### src/rtl/icepic_sys_ctrl.sv
// icepic_12 system controller: reset stretch, watchdog,
// SLEEP/wake sequencing and TO/PD status bits.
module icepic_sys_ctrl #(
  parameter int POR_CYCLES    = 16,
  parameter int WDT_BASE_BITS = 11,
  parameter int WAKE_PINS     = 4
) (
  input  logic                 clk_in,
  input  logic                 reset_n_in,
  input  logic                 clrwdt_in,
  input  logic                 sleep_in,
  input  logic                 wdt_en_in,
  input  logic                 psa_in,
  input  logic [2:0]           ps_in,
  input  logic [WAKE_PINS-1:0] wake_pins_in,
  output logic                 core_reset_out,
  output logic                 core_en_out,
  output logic                 to_n_out,
  output logic                 pd_n_out,
  output logic                 wdt_timeout_out
);

  localparam int CW =
    (POR_CYCLES > 1) ? $clog2(POR_CYCLES) : 1;

  typedef enum logic [1:0] {
    ST_POR,
    ST_RUN,
    ST_SLEEP,
    ST_WAKE_RST
  } state_t;

  state_t                 state;
  logic [CW-1:0]          rst_cnt;
  logic [WDT_BASE_BITS-1:0] base_cnt;
  logic [6:0]             pre_cnt;
  logic [6:0]             ps_mask;
  logic [WAKE_PINS-1:0]   pin_s1;
  logic [WAKE_PINS-1:0]   pin_s2;
  logic [WAKE_PINS-1:0]   pin_snap;
  logic                   pin_diff;

  logic in_run;
  logic in_sleep;
  logic wdt_live;
  logic wdt_ovf;
  logic wdt_hit;
  logic run_clr;
  logic wdt_tmo;
  logic pin_wake;
  logic wdt_clr;
  logic rst_done;

  assign in_run   = (state == ST_RUN);
  assign in_sleep = (state == ST_SLEEP);
  assign wdt_live = (in_run || in_sleep) && wdt_en_in;

  // ratio 2^ps: last prescaler value before timeout
  assign ps_mask  = 7'h7f >> (3'd7 - ps_in);

  assign wdt_ovf  = wdt_live && (&base_cnt);
  assign wdt_hit  = wdt_ovf &&
                    (!psa_in || (pre_cnt == ps_mask));
  assign run_clr  = in_run && clrwdt_in;
  assign wdt_tmo  = wdt_hit && !run_clr;
  assign pin_wake = in_sleep && pin_diff;

  assign wdt_clr  = !(in_run || in_sleep) ||
                    wdt_tmo || pin_wake ||
                    (in_run && (sleep_in || clrwdt_in));

  assign rst_done = (rst_cnt == CW'(POR_CYCLES - 1));

  // wake pin synchronizer and registered change detect
  always_ff @(posedge clk_in or negedge reset_n_in) begin
    if (!reset_n_in) begin
      pin_s1   <= '0;
      pin_s2   <= '0;
      pin_diff <= 1'b0;
    end else begin
      pin_s1   <= wake_pins_in;
      pin_s2   <= pin_s1;
      pin_diff <= in_sleep && (pin_s2 != pin_snap);
    end
  end

  // watchdog base counter and overflow prescaler
  always_ff @(posedge clk_in or negedge reset_n_in) begin
    if (!reset_n_in) begin
      base_cnt <= '0;
      pre_cnt  <= '0;
    end else if (wdt_clr) begin
      base_cnt <= '0;
      pre_cnt  <= '0;
    end else if (!wdt_en_in) begin
      base_cnt <= '0;
    end else begin
      base_cnt <= base_cnt + WDT_BASE_BITS'(1);
      if (wdt_ovf && psa_in) begin
        pre_cnt <= wdt_hit ? 7'd0 : pre_cnt + 7'd1;
      end
    end
  end

  // sequencer state, status bits and core controls
  always_ff @(posedge clk_in or negedge reset_n_in) begin
    if (!reset_n_in) begin
      state           <= ST_POR;
      rst_cnt         <= '0;
      pin_snap        <= '0;
      core_reset_out  <= 1'b1;
      core_en_out     <= 1'b0;
      to_n_out        <= 1'b1;
      pd_n_out        <= 1'b1;
      wdt_timeout_out <= 1'b0;
    end else begin
      wdt_timeout_out <= wdt_tmo;
      unique case (state)
        ST_POR, ST_WAKE_RST: begin
          if (rst_done) begin
            state          <= ST_RUN;
            rst_cnt        <= '0;
            core_reset_out <= 1'b0;
            core_en_out    <= 1'b1;
          end else begin
            rst_cnt <= rst_cnt + CW'(1);
          end
        end
        ST_RUN: begin
          if (wdt_tmo) begin
            state          <= ST_WAKE_RST;
            to_n_out       <= 1'b0;
            pd_n_out       <= 1'b1;
            core_reset_out <= 1'b1;
            core_en_out    <= 1'b0;
          end else if (sleep_in) begin
            state       <= ST_SLEEP;
            to_n_out    <= 1'b1;
            pd_n_out    <= 1'b0;
            core_en_out <= 1'b0;
            pin_snap    <= pin_s2;
          end else if (clrwdt_in) begin
            to_n_out <= 1'b1;
            pd_n_out <= 1'b1;
          end
        end
        ST_SLEEP: begin
          if (wdt_tmo) begin
            state          <= ST_WAKE_RST;
            to_n_out       <= 1'b0;
            core_reset_out <= 1'b1;
          end else if (pin_diff) begin
            state          <= ST_WAKE_RST;
            to_n_out       <= 1'b1;
            core_reset_out <= 1'b1;
          end
        end
        default: begin
          state          <= ST_POR;
          rst_cnt        <= '0;
          core_reset_out <= 1'b1;
          core_en_out    <= 1'b0;
        end
      endcase
    end
  end

endmodule

### config.mk
export PLATFORM = sky130hd
export DESIGN_NAME = icepic_sys_ctrl
export DESIGN_NICKNAME = d
export VERILOG_FILES = /design/src/rtl/icepic_sys_ctrl.sv
export SDC_FILE = /design/constraint.sdc
export NUM_CORES = 1
export LEC_CHECK = 0
export ABC_AREA = 1
export CORE_UTILIZATION = 40
export DETAILED_ROUTE_END_ITERATION = 7
export PLACE_DENSITY = 0.6
export SYNTH_ARGS = -nofsm -noshare
export SYNTH_HDL_FRONTEND = slang
export SYNTH_SLANG_ARGS = --single-unit
### constraint.sdc
create_clock -name clk_in -period 3.73 [get_ports clk_in]
set_input_delay 0.746 -clock clk_in [delete_from_list [all_inputs] [get_ports clk_in]]
set_output_delay 0.746 -clock clk_in [all_outputs]
set_load 0.01 [all_outputs]
==> metrics.yaml, run 1 <==
root_buffer: "clkbuf_8"
antennaDiodeCount: 0
antenna_left: 0
syn_inst: 253
synthArstFlopShare: 1.00
slew_headroom: 0.393
nets: 291
critical_path.startpoint: "ps_in[2]"
clock_latency_ps: 290
power.switching_mw: 0.588
hold_buffers: 0
syn-cell-area_sq_mm: 0.00214
power.density_mw_per_mm2: 668
skew_ps: 3.71
viasPerCell: 4.69
critPathCapture: "pin_snap[1]"
drive_above_1_share: 0.109
routedWlPerCell_microns: 10.9
avgSynthCellArea_sq_um: 8.46
cp_slowest_cell: "clkdlybuf4s50_1"
drc: 0
worst_pin_slew_ps: 910
finalPower_mw: 1.68
cts_tree: "yes"
clock_sinks: 42
die_y_microns: 75.1
crit_family: "simple AND/OR/NAND/NOR gates"
clkTransAtPathRegs_ps: 80
grt_pass1_vias: 1583
drv_cap: 0
reg2reg_from: "base_cnt[0]"
power.internal_mw: 1.09
leakage_nw: 1.14
cts_max_path_buffers: 2
syn_nets: 271
ys_ff_latch: 42
swShare: 0.351
overflow: 0
grtUsageTotal: 0.162
drt_wl_total_microns: 3750
synthFlopType: "dfrtp_1"
synth-warning-count: 0
worstPathArrival_ps: 2540
cts_setup_buffers: 0
place_congestion: 0.769
vdd_drop_max_mv: 0.295
post_cts_resized: 0
first_pass_iters: 4
crit_cells: 10
pwr-share-comb: 0.357
seq_power_share: 0.380
final_util: 0.489
rows: 26
grt_max_degree: 43
drtIter0Drc: 80
die_area_sq_mm: 0.00565
synth-edff-count: 0
status: "finished clean"
vias: 1614
grt_pass1_wl_microns: 6760
cp_slowest_stage_delay_ps: 610
rsz0062_at_grt: "false"
cts_buffers: 5
min_period_over_period: 0.635
numPortBuffers: 17
ys_seq_area_frac: 0.493
synth_top_area_frac: 0.456
ctsHtreeMaxLevel: 2
area_growth_pct: 17.4
post-route-min-period_ps: 2370
coreArea_sq_mm: 0.00514
hold_path.class: "flip-flop to flip-flop"
place_hpwl_microns: 2710
pwr-share-clk: 0.263
cp_num_buf_inv: 1
ff2ff_path_depth: 10
worstPathCellList: "clkdlybuf4s50_1 > nand2_1 > nand2_1 > nand3_1 > nor2_1 > nand3_2 > nand2_1 > nand3_2 > nand3_1 > o21ai_0"
io_pins: 18
crit_type: "input pin to flip-flop"
netlist_top_cells_area: "dfrtp_1, nand2_1, nand3_1"
r2r_slack_ps: 1680
r2r-end: "base_cnt[2]"
setup_tns_ps: 0
start_util: 0.416
required_ps: 3900
die_w_microns: 75.1
drv_slew: 0
final-hold-violation-count: 0
crit_top_cell: "nand2_1"
worstSetupStartpointType: "input pin"
ys_types: 29
grt_antenna_before_repair: 0
yosysTopAreaCell: "dfrtp_1"
critPathMaxFanout: 8
end_kind: "flip-flop"
fmax_mhz: 422
setup_violations: 0
synth_stat cells, types with 2 or more instances:
cell type	number
inv_2	2
clkbuf_1	2
xor2_1	12
nor2_1	28
or2_2	2
nor2_4	2
nand2_1	55
nand3_1	27
nor3b_2	2
dfrtp_1	39
ha_1	5
xnor2_1	2
nand2_2	4
nand3_2	3
nor2_2	2
a21oi_1	6
nor3_1	5
o21ai_0	13
dfstp_2	3
nand4_1	3
inv_1	28
routing by layer:
layer  vias to the layer above  GRT usage  part of all wire  wire length, microns
met5                         -          0                 0                     0
met2                        20      0.266              0.47                  1760
li1                        844          -                 -                     -
met1                       748      0.201              0.49                  1840
met3                         2     0.0495             0.033                   123
met4                         0     0.0638            0.0072                    27
area by class of cell:
type / instances / area, sq um
clock inverter: 2 / 60.1
clock buffer: 6 / 82.6
timing repair buffer: 17 / 165
fill: 527 / 2630
tap: 70 / 87.6
multi-input combinational: 177 / 948
inverter: 30 / 113
sequential: 42 / 1050
cells in the final DEF, fill, tap and decap left out, types with 2 or more instances in the layout:
| cell type | netlist | final |
|---|---|---|
| inv_1 | 28 | 28 |
| a21oi_1 | 6 | 6 |
| dfrtp_1 | 39 | 39 |
| xnor2_1 | 2 | 2 |
| or2_2 | 2 | 2 |
| inv_2 | 2 | 2 |
| xor2_1 | 12 | 12 |
| clkdlybuf4s50_1 | 0 | 16 |
| ha_1 | 5 | 5 |
| nand2_1 | 55 | 55 |
| bufinv_16 | 0 | 2 |
| nand2_2 | 4 | 4 |
| nor2_4 | 2 | 2 |
| o21ai_0 | 13 | 13 |
| nor3b_2 | 2 | 2 |
| nor2_1 | 28 | 28 |
| clkbuf_8 | 0 | 6 |
| nand3_1 | 27 | 27 |
| nor2_2 | 2 | 2 |
| dfstp_2 | 3 | 3 |
| nor3_1 | 5 | 5 |
| nand4_1 | 3 | 3 |
| nand3_2 | 3 | 3 |
power groups by stage:
stage	clock network, mW	logic, mW	registers (mW)
finish	0.442	0.599	0.637
global route	0.472	0.697	0.652
CTS	0.458	0.607	0.638
detailed placement	0	0.607	0.645
global placement	0	0.602	0.644
floorplan	0	0.448	0.643
stage by stage:
stage                     instance area, sq um  hold WS (ps)  worst slack (ps)  cells
after floorplan                           2140           331              1730    253
final                                     2510           351              1360    344
after global routing                      2510           360              1120    344
after detailed placement                  2370           336              1030    336
after CTS                                 2510           355              1360    344
after global placement                    2370           332              1030    336
worst min-delay path by stage:
stage	cells past startpoint	endpoint	slack [ps]	startpoint
floorplan	0	pin_s2[0]	330	pin_s1[0]
global placement	0	pin_s2[0]	330	pin_s1[0]
detailed placement	0	pin_s2[3]	340	pin_s1[3]
CTS	0	pin_s2[3]	350	pin_s1[3]
global route	0	pin_s2[2]	360	pin_s1[2]
finish	0	pin_s2[2]	350	pin_s1[2]
state kept, by name, summed over array words and instances (netlist names):
| signal | flops |
|---|---|
| base_cnt | 11 |
| pre_cnt | 7 |
| pin_s1 | 4 |
| pin_s2 | 4 |
| pin_snap | 4 |
| rst_cnt | 4 |
| state | 2 |
| core_en_out | 1 |
| core_reset_out | 1 |
| pd_n_out | 1 |
| pin_diff | 1 |
| to_n_out | 1 |
| wdt_timeout_out | 1 |
logic make-up (layout without fill, tap and decap cells):
| family | count (synthesis) | after routing | share of synthesized area |
|---|---|---|---|
| buffers and inverters | 34 | 55 | 0.0637 |
| flip-flops | 42 | 42 | 0.493 |
| AO/OA/AOI/OAI | 23 | 23 | 0.0608 |
| XOR/XNOR | 14 | 14 | 0.0573 |
| adder cells (fa/ha/maj) | 5 | 5 | 0.0292 |
| AND/OR/NAND/NOR | 135 | 135 | 0.296 |
(Power assumes the default switching activity.)
==> run 2: changes to the inputs <==
==> constraint.sdc (replaced) <==
create_clock -name clk_in -period 2.2 [get_ports clk_in]
set_input_delay 0.44 -clock clk_in [delete_from_list [all_inputs] [get_ports clk_in]]
set_output_delay 0.44 -clock clk_in [all_outputs]
set_load 0.01 [all_outputs]
==> run 2 against run 1 <==
First-iteration DRC count is 24% lower. Clock power up 14%. Die area unchanged. Sequential share of layout area fell by 0.80 points. Global-route usage down 0.28 points. Critical endpoint is now core_en_out. Largest cell class unchanged.
==> metrics.yaml, run 2 (same netlist as run 1, synthesis figures left out) <==
status: "finished clean"
cp_slowest_cell: "clkdlybuf4s50_1"
pwr-share-clk: 0.181
mostFrequentLayoutCells: "nand2_1, dfrtp_1, inv_1, nor2_1, nand3_1"
die_area_sq_mm: 0.00565
drt_wl_total_microns: 3830
drtIter0Drc: 61
ff2ff_path_depth: 11
routedWlPerCell_microns: 10.9
seq_power_share: 0.386
post-route-min-period_ps: 1980
power.switching_mw: 1.03
clock_latency_ps: 290
area_growth_pct: 19.6
regMostFlops: "base_cnt"
reg2reg_from: "base_cnt[1]"
largest_registers: "base_cnt: 11 flops, pre_cnt: 7 flops"
r2r-end: "pre_cnt[3]"
clkTransAtPathRegs_ps: 80
hold_path.class: "input pin to async pin"
cp_slowest_stage_delay_ps: 580
drive_above_1_share: 0.138
crit_top_cell: "nand2_1"
place_congestion: 0.812
die_w_microns: 75.1
worstSetupStartpointType: "input pin"
slew_headroom: 0.715
grt_pass1_vias: 1599
power.density_mw_per_mm2: 1090
numPortBuffers: 17
worstPathArrival_ps: 2150
start_util: 0.416
critPathMaxFanout: 6
end_kind: "flip-flop"
multi_input_area_sq_um: 953
antenna_left: 0
drv_slew: 0
clock_sinks: 42
grt_max_degree: 27
required_ps: 2370
post_cts_resized: 0
power.internal_mw: 1.77
placed_cells_incl_taps: 345
cts_buffers: 5
fmax_mhz: 504
worst_pin_slew_ps: 427
ctsHtreeMaxLevel: 2
hold_buffers: 0
rsz0062_at_grt: "false"
root_buffer: "clkbuf_8"
instances_no_fill: 353
regArea_sq_mm: 0.00105
cts_max_path_buffers: 2
leakage_nw: 1.18
viasPerCell: 4.65
grt_antenna_before_repair: 0
drv_cap: 0
r2r_slack_ps: 280
cp_num_buf_inv: 1
min_period_over_period: 0.901
io_pins: 18
swShare: 0.369
antennaDiodeCount: 0
rows: 26
place_area_sq_mm: 0.00246
die_y_microns: 75.1
crit_type: "input pin to flip-flop"
fin_ws_ps: 218
grtUsageTotal: 0.159
overflow: 0
first_pass_iters: 4
vdd_drop_max_mv: 0.494
cts_tree: "yes"
place_hpwl_microns: 2850
nets: 300
coreArea_sq_mm: 0.00514
setup_violations: 0
largest_reg_flops: 11
cts_setup_buffers: 0
grt_pass1_wl_microns: 6720
drc: 0
pwr-share-comb: 0.433
final-hold-violation-count: 0
n_fill_cell: 541
pre_cts_ws_ps: -164
skew_ps: 6.19
crit_family: "simple AND/OR/NAND/NOR gates"
stdcell_area_sq_mm: 0.00256
vias: 1641
final_common_cell: "nand2_1"
worstPathCellList: "clkdlybuf4s50_1 > nand2_1 > nand3_1 > nand2_1 > nor2_1 > nand3_2 > nand2_1 > nand3_2 > nand2_1 > nand3_1 > nand2_1 > o21ai_1"
==> run 2: layout make-up <==
class	count	share of cell area
Clock buffer	7	0.0337
Clock inverter	1	0.00196
Inverter	30	0.0440
Multi-Input combinational cell	177	0.372
Sequential cell	42	0.412
Tap cell	70	0.0342
Timing Repair Buffer	26	0.102
==> run 2: power groups by stage <==
stage / Clock, mW / Combinational (mW) / Sequential, mW
floorplan: 0 / 0.759 / 1.09
global placement: 0 / 1.21 / 1.09
detailed placement: 0 / 1.22 / 1.09
CTS: 0.525 / 1.23 / 1.08
global route: 0.558 / 1.37 / 1.10
finish: 0.506 / 1.21 / 1.08
==> run 2: worst max-delay path by stage <==
| stage | start | to | cells after the start |
|---|---|---|---|
| 2_1_floorplan | state[0] | base_cnt[7] | 10 |
| 3_3_place_gp | ps_in[2] | core_en_out | 12 |
| 3_5_place_dp | ps_in[2] | core_en_out | 12 |
| 4_1_cts | ps_in[2] | pin_snap[3] | 10 |
| 5_1_grt | ps_in[1] | core_en_out | 12 |
| 6_report | ps_in[1] | core_en_out | 12 |
==> run 2: per-stage QoR <==
stage / TNS, ps / power [mW] / hold WS (ps) / utilization
after floorplan: 0 / 1.85 / 144 / -
after global placement: -1810 / 2.31 / 332 / 0.479
after detailed placement: -2930 / 2.31 / 336 / 0.479
after CTS: 0 / 2.84 / 85.3 / 0.497
after global routing: 0 / 3.02 / 96.0 / 0.498
final: 0 / 2.80 / 76.3 / 0.498
==> run 2: routing by layer <==
layer | part of all wire | up-vias | global-route usage | routed length (microns)
met4 | 0.015 | 0 | 0.0556 | 58
met5 | 0 | - | 0 | 0
li1 | - | 865 | - | -
met2 | 0.47 | 19 | 0.259 | 1780
met3 | 0.027 | 6 | 0.0402 | 102
met1 | 0.49 | 751 | 0.208 | 1890
